==> src/rtl/conv_pkg.sv <==
// Shared geometry and scheduler state encoding for the 8x8 -> 6x6 3x3 convolution path.
package conv_pkg;
    localparam int IMG_DIM    = 8;
    localparam int KERNEL_DIM = 3;
    localparam int IN_BYTES   = IMG_DIM * IMG_DIM;
    localparam int OUT_WORDS  = (IMG_DIM - KERNEL_DIM + 1) * (IMG_DIM - KERNEL_DIM + 1);

    typedef enum logic [2:0] {
        IDLE,
        LOAD,
        WAIT_RES,
        DRAIN,
        GAP,
        FIN
    } sched_state_t;
endpackage

==> src/rtl/conv_watchdog.sv <==
// Cycle counter with synchronous clear and count enable; expired_o is high while the count is TIMEOUT-1.
// Single-cycle update; no flow control.
module conv_watchdog
    import conv_pkg::*;
#(
    parameter int TIMEOUT = 256
) (
    input  logic clk,
    input  logic rst,
    input  logic clr_i,
    input  logic en_i,
    output logic expired_o
);
    localparam int CW = (TIMEOUT > 1) ? $clog2(TIMEOUT) : 1;

    logic [CW-1:0] cnt_q;

    always_ff @(posedge clk or posedge rst) begin
        if (rst) begin
            cnt_q <= '0;
        end else if (clr_i) begin
            cnt_q <= '0;
        end else if (en_i) begin
            cnt_q <= cnt_q + 1'b1;
        end
    end

    assign expired_o = (cnt_q == CW'(TIMEOUT - 1));
endmodule

==> src/rtl/conv_frame_scheduler.sv <==
// Sequences multi-frame jobs through the conv engine: 64-cycle load, watchdog-guarded wait, 36-cycle drain,
// one gap cycle between frames. Control outputs are registered; start is only honoured while idle.
module conv_frame_scheduler
    import conv_pkg::*;
#(
    parameter int FW      = 4,
    parameter int TIMEOUT = 256
) (
    input  logic          clk,
    input  logic          rst,
    input  logic          start,
    input  logic [FW:0]   frame_count,
    output logic          busy,
    output logic          done,
    output logic          err,
    output logic          in_ram_rd,
    output logic [FW+5:0] in_ram_addr,
    input  logic [7:0]    in_ram_rdata,
    output logic          conv_in_st,
    output logic [7:0]    conv_din,
    input  logic          conv_out_st,
    input  logic [15:0]   conv_dout,
    output logic          out_ram_we,
    output logic [FW+5:0] out_ram_addr,
    output logic [15:0]   out_ram_wdata
);
    localparam logic [5:0] LAST_BYTE = 6'(IN_BYTES - 1);
    localparam logic [5:0] LAST_WORD = 6'(OUT_WORDS - 1);

    sched_state_t  state_q;
    logic [FW:0]   nfrm_q, frm_q;
    logic [5:0]    cnt_q;
    logic [FW+5:0] in_ptr_q, out_ptr_q;
    logic          busy_q, done_q, err_q, rd_q, in_st_q, we_q;
    logic          wd_expired;

    conv_watchdog #(.TIMEOUT(TIMEOUT)) u_watchdog (
        .clk       (clk),
        .rst       (rst),
        .clr_i     (state_q == LOAD),
        .en_i      (state_q == WAIT_RES),
        .expired_o (wd_expired)
    );

    always_ff @(posedge clk or posedge rst) begin
        if (rst) begin
            state_q   <= IDLE;
            nfrm_q    <= '0;
            frm_q     <= '0;
            cnt_q     <= '0;
            in_ptr_q  <= '0;
            out_ptr_q <= '0;
            busy_q    <= 1'b0;
            done_q    <= 1'b0;
            err_q     <= 1'b0;
            rd_q      <= 1'b0;
            in_st_q   <= 1'b0;
            we_q      <= 1'b0;
        end else begin
            done_q  <= 1'b0;
            in_st_q <= 1'b0;
            case (state_q)
                IDLE: if (start) begin
                    busy_q    <= 1'b1;
                    err_q     <= 1'b0;
                    nfrm_q    <= frame_count;
                    frm_q     <= '0;
                    cnt_q     <= '0;
                    in_ptr_q  <= '0;
                    out_ptr_q <= '0;
                    if (frame_count == '0) begin
                        done_q  <= 1'b1;
                        state_q <= FIN;
                    end else begin
                        rd_q    <= 1'b1;
                        in_st_q <= 1'b1;
                        state_q <= LOAD;
                    end
                end
                LOAD: begin
                    in_ptr_q <= in_ptr_q + 1'b1;
                    cnt_q    <= cnt_q + 1'b1;
                    if (cnt_q == LAST_BYTE) begin
                        rd_q    <= 1'b0;
                        cnt_q   <= '0;
                        state_q <= WAIT_RES;
                    end
                end
                // A strobe on the watchdog's last cycle still wins over the abort.
                WAIT_RES: if (conv_out_st) begin
                    we_q    <= 1'b1;
                    cnt_q   <= '0;
                    state_q <= DRAIN;
                end else if (wd_expired) begin
                    err_q   <= 1'b1;
                    done_q  <= 1'b1;
                    state_q <= FIN;
                end
                DRAIN: begin
                    out_ptr_q <= out_ptr_q + 1'b1;
                    cnt_q     <= cnt_q + 1'b1;
                    if (cnt_q == LAST_WORD) begin
                        we_q  <= 1'b0;
                        cnt_q <= '0;
                        frm_q <= frm_q + 1'b1;
                        if ((frm_q + 1'b1) == nfrm_q) begin
                            done_q  <= 1'b1;
                            state_q <= FIN;
                        end else begin
                            state_q <= GAP;
                        end
                    end
                end
                GAP: begin
                    rd_q    <= 1'b1;
                    in_st_q <= 1'b1;
                    state_q <= LOAD;
                end
                FIN: begin
                    busy_q  <= 1'b0;
                    state_q <= IDLE;
                end
                default: state_q <= IDLE;
            endcase
        end
    end

    assign busy          = busy_q;
    assign done          = done_q;
    assign err           = err_q;
    assign in_ram_rd     = rd_q;
    assign in_ram_addr   = in_ptr_q;
    assign conv_in_st    = in_st_q;
    assign conv_din      = in_ram_rdata;
    assign out_ram_we    = we_q;
    assign out_ram_addr  = out_ptr_q;
    assign out_ram_wdata = we_q ? conv_dout : 16'h0000;
endmodule

==> config.mk <==
export PLATFORM = sky130hd
export DESIGN_NAME = conv_frame_scheduler
export DESIGN_NICKNAME = d
export VERILOG_FILES = /design/src/rtl/conv_pkg.sv /design/src/rtl/conv_watchdog.sv /design/src/rtl/conv_frame_scheduler.sv
export SDC_FILE = /design/constraint.sdc
export NUM_CORES = 1
export LEC_CHECK = 0
export CAP_MARGIN = 20
export CORE_MARGIN = 3
export CORE_UTILIZATION = 55
export CTS_CLUSTER_DIAMETER = 150
export CTS_CLUSTER_SIZE = 24
export DETAILED_ROUTE_END_ITERATION = 10
export DONT_BUFFER_PORTS = 1
export GPL_TIMING_DRIVEN = 0
export HOLD_SLACK_MARGIN = 0.03
export MAX_ROUTING_LAYER = met4
export PLACE_DENSITY = 0.68
export SLEW_MARGIN = 15
export SYNTH_ARGS = -nofsm -noshare
export SYNTH_HDL_FRONTEND = slang
export SYNTH_SLANG_ARGS = --single-unit
==> constraint.sdc <==
create_clock -name clk -period 2.2 [get_ports clk]
set_input_delay 0.66 -clock clk [delete_from_list [all_inputs] [get_ports clk]]
set_output_delay 0.66 -clock clk [all_outputs]
set_load 0.01 [all_outputs]
==> impl_metrics.tcl <==
set metrics [dict create \
    synth.top_cell.area_share_pct 44.1 \
    synth.area.top_cells "dfrtp_1 44%, nand2_1 7.1%, o21ai_0 5.7%, and2_1 4.4%, mux2i_1 2.7%" \
    critical_path.top_delay_family "flip-flops" \
    crit_start "out_ram_we" \
    crit_path_top_delay_cell "dfrtp_1" \
    cp_data_arrival_time_ns 1.29 \
    drtIter0Drc 102 \
    antenna_found_initial 0 \
    critical_path_buf_inv_count 1 \
    max-vdd-ir-drop_mv 0.432 \
    period_share_pct 88.7 \
    skew_ns 0.00664 \
    path_depth 2 \
    pre_cts_ws_ns 0.299 \
    grt_pass1_vias 2226 \
    ys.flop_type "dfrtp_1" \
    worst_pin_slew_ns 0.652 \
    post_cts_buffers 0 \
    fp.dieW_um 80.0 \
    powerDensity_mw_per_mm2 1070 \
    port_buffers 0 \
    first_pass_iters 4 \
    clock_latency_ns 0.31 \
    die_area_mm2 0.00639 \
    cp.required_ns 1.54 \
    mappedNetlistNets 369 \
    die_h_um 80.0 \
    syn_inst 331 \
    hold_path_class "primary input to asynchronous set/reset pin" \
    max_freq_ghz 0.512 \
    grt_max_degree 34 \
    cts_hold_buf 0 \
    yosysMostFrequentCell "nand2_1" \
    grt_overflow_total 0 \
    via_per_inst 5.91 \
    critPathCaptureType "output pin" \
    synth_edf_count 0 \
    r2r-start "state_q[1]" \
    power_leakage_nw 1.48 \
    ctsLongestPathBuffers 2 \
    cts_tree "built" \
    post_cts_resized 0 \
    start_util_pct 57.8 \
    synthesis.area_mm2 0.00301 \
    hold_slack_ns 0.240 \
    clk_pin_slew_ns 0.10 \
    ios 83 \
    synth-async-reset-ratio_pct 100 \
    rr_worst_depth 5 \
    postRouteAntennaNets 0 \
    core_area_mm2 0.00520 \
    fin_nets 377 \
    ys_ff_latch 53 \
    fin_area_mm2 0.00323 \
    cp-start-kind "register" \
    ys_top_cells_by_count "57 x nand2_1, 53 x dfrtp_1, 34 x o21ai_0" \
    slew_viol_final 0 \
    rows 26 \
    synth_area_per_cell_um2 9.09 \
    slew_headroom_pct 56.3 \
    cp_max_fo 10 \
    rsz0062_at_grt "no" \
    synthToLayoutAreaGrowth_pct 7.45 \
    cp_slowest_stage_delay_ns 0.51 \
    cts_root_buf "clkbuf_8" \
    synth_top_cell_by_area "dfrtp_1" \
    outcome "completed" \
    ys_warn_count 0 \
    setup_viol 0 \
    path_cells "clkbuf_1, and2_1" \
    drive_above_1_share_pct 10.0 \
    dp.final_hpwl_mm 4.70 \
    routabilityCongestion 0.854 \
    drc 0 \
    yosysSeqAreaShare_pct 44.1 \
    synth.distinct_cells 49 \
    wirelength_mm 6.40 \
    hold_viol 0 \
    grt_pass1_wl_mm 10.8 \
    wire_per_inst_um 15.6 \
    max-cap-violations 0 \
    fillCellCount 470 \
    cts.sinks 53 \
    antennaDiodeCount 0 \
    dpl-instance-area_mm2 0.00312 \
    cts_made_buffers 5 \
    htree_levels 2 \
    critPathKind "register to output pin" \
    fin_crit_ns 1.95 \
    num_vias 2424 \
    timing.final.ws_setup_ns 0.248 \
    track_usage_pct 22.2 \
]
==> placed cells by master (no fill, tap or decap), types with 2 or more instances in the layout <==
| cell | count |
|---|---|
| nor2_1 | 18 |
| and3_1 | 7 |
| clkbuf_8 | 6 |
| clkbuf_1 | 8 |
| ha_1 | 5 |
| dfrtp_1 | 53 |
| a21oi_1 | 8 |
| a22o_1 | 5 |
| and2_1 | 21 |
| xor2_1 | 3 |
| a31oi_1 | 4 |
| or3b_1 | 2 |
| nand2_1 | 57 |
| o21a_1 | 3 |
| and4_1 | 2 |
| a22oi_1 | 2 |
| buf_2 | 4 |
| nand3_1 | 14 |
| buf_4 | 8 |
| o31ai_1 | 5 |
| o211ai_1 | 2 |
| mux2_2 | 2 |
| nor3b_1 | 3 |
| o21ai_0 | 34 |
| or4_1 | 2 |
| nand4_1 | 5 |
| a21o_1 | 3 |
| inv_1 | 6 |
| mux2i_1 | 8 |
| o22ai_1 | 2 |
| nor3_1 | 7 |
| xnor2_1 | 8 |
| buf_6 | 3 |
==> stage by stage <==
step	TNS, ns	power (mW)	cells	util, %
final	0	3.46	410	62.1
after CTS	0	3.48	410	62.1
after global routing	0	3.74	410	62.1
after global placement	-18.65	2.75	401	59.5
after detailed placement	0	2.78	402	59.9
after floorplan	0	2.46	331	-
==> layout make-up <==
| class | instances | area, um2 | share of cell area (%) |
|---|---|---|---|
| flip-flops and latches | 53 | 1330 | 41.0 |
| multi-input cells | 249 | 1520 | 46.9 |
| clock buffers | 7 | 86.3 | 2.67 |
| well taps | 70 | 87.6 | 2.71 |
| inverters | 7 | 26.3 | 0.813 |
| plain buffers | 22 | 140 | 4.34 |
| repair buffers | 1 | 20.0 | 0.619 |
| clock inverters | 1 | 30.0 | 0.929 |
==> layer usage <==
metal | track usage, % | routed length, um | vias to the layer above
met2 | 33.5 | 2890 | 85
met3 | 4.51 | 390 | 6
met5 | - | 0 | -
li1 | - | - | 1171
met1 | 30.5 | 3030 | 1162
met4 | 6.59 | 80 | 0
==> logic make-up after synthesis <==
| group | Yosys count | share of synthesized area (%) |
|---|---|---|
| XOR/XNOR | 11 | 3.20 |
| AND/OR/NAND/NOR | 148 | 25.8 |
| adder cells (fa/ha/maj) | 5 | 2.08 |
| buffers and inverters | 29 | 5.53 |
| AO/OA/AOI/OAI | 74 | 15.3 |
| flip-flops | 53 | 44.1 |
| multiplexers | 11 | 3.91 |
==> registers in the layout, summed over array words and instances, names as in the netlist <==
register	cells
out_ram_addr	10
in_ram_addr	10
done	1
frm_q	5
conv_in_st	1
state_q	3
out_ram_we	1
in_ram_rd	1
cnt_q	6
busy	1
err	1
nfrm_q	5
u_watchdog.cnt_q	8
==> path summary, 6_finish.rpt <==
kind	endpoint	slack, ns
max in group asynchronous	cnt_q[0]	1.42
worst min-delay path	in_ram_addr[8]	0.24
worst max register to register	out_ram_addr[2]	0.31
worst min register to register	u_watchdog.cnt_q[7]	0.48
worst max-delay path	out_ram_wdata[8]	0.25
min in group clk	nfrm_q[1]	0.46
==> where the power goes <==
group	leakage (nW)	internal, mW	switching (mW)
clock network	0.0585	0.371	0.316
logic	0.720	0.499	0.817
registers	0.699	1.19	0.271
(Power assumes the default switching activity.)
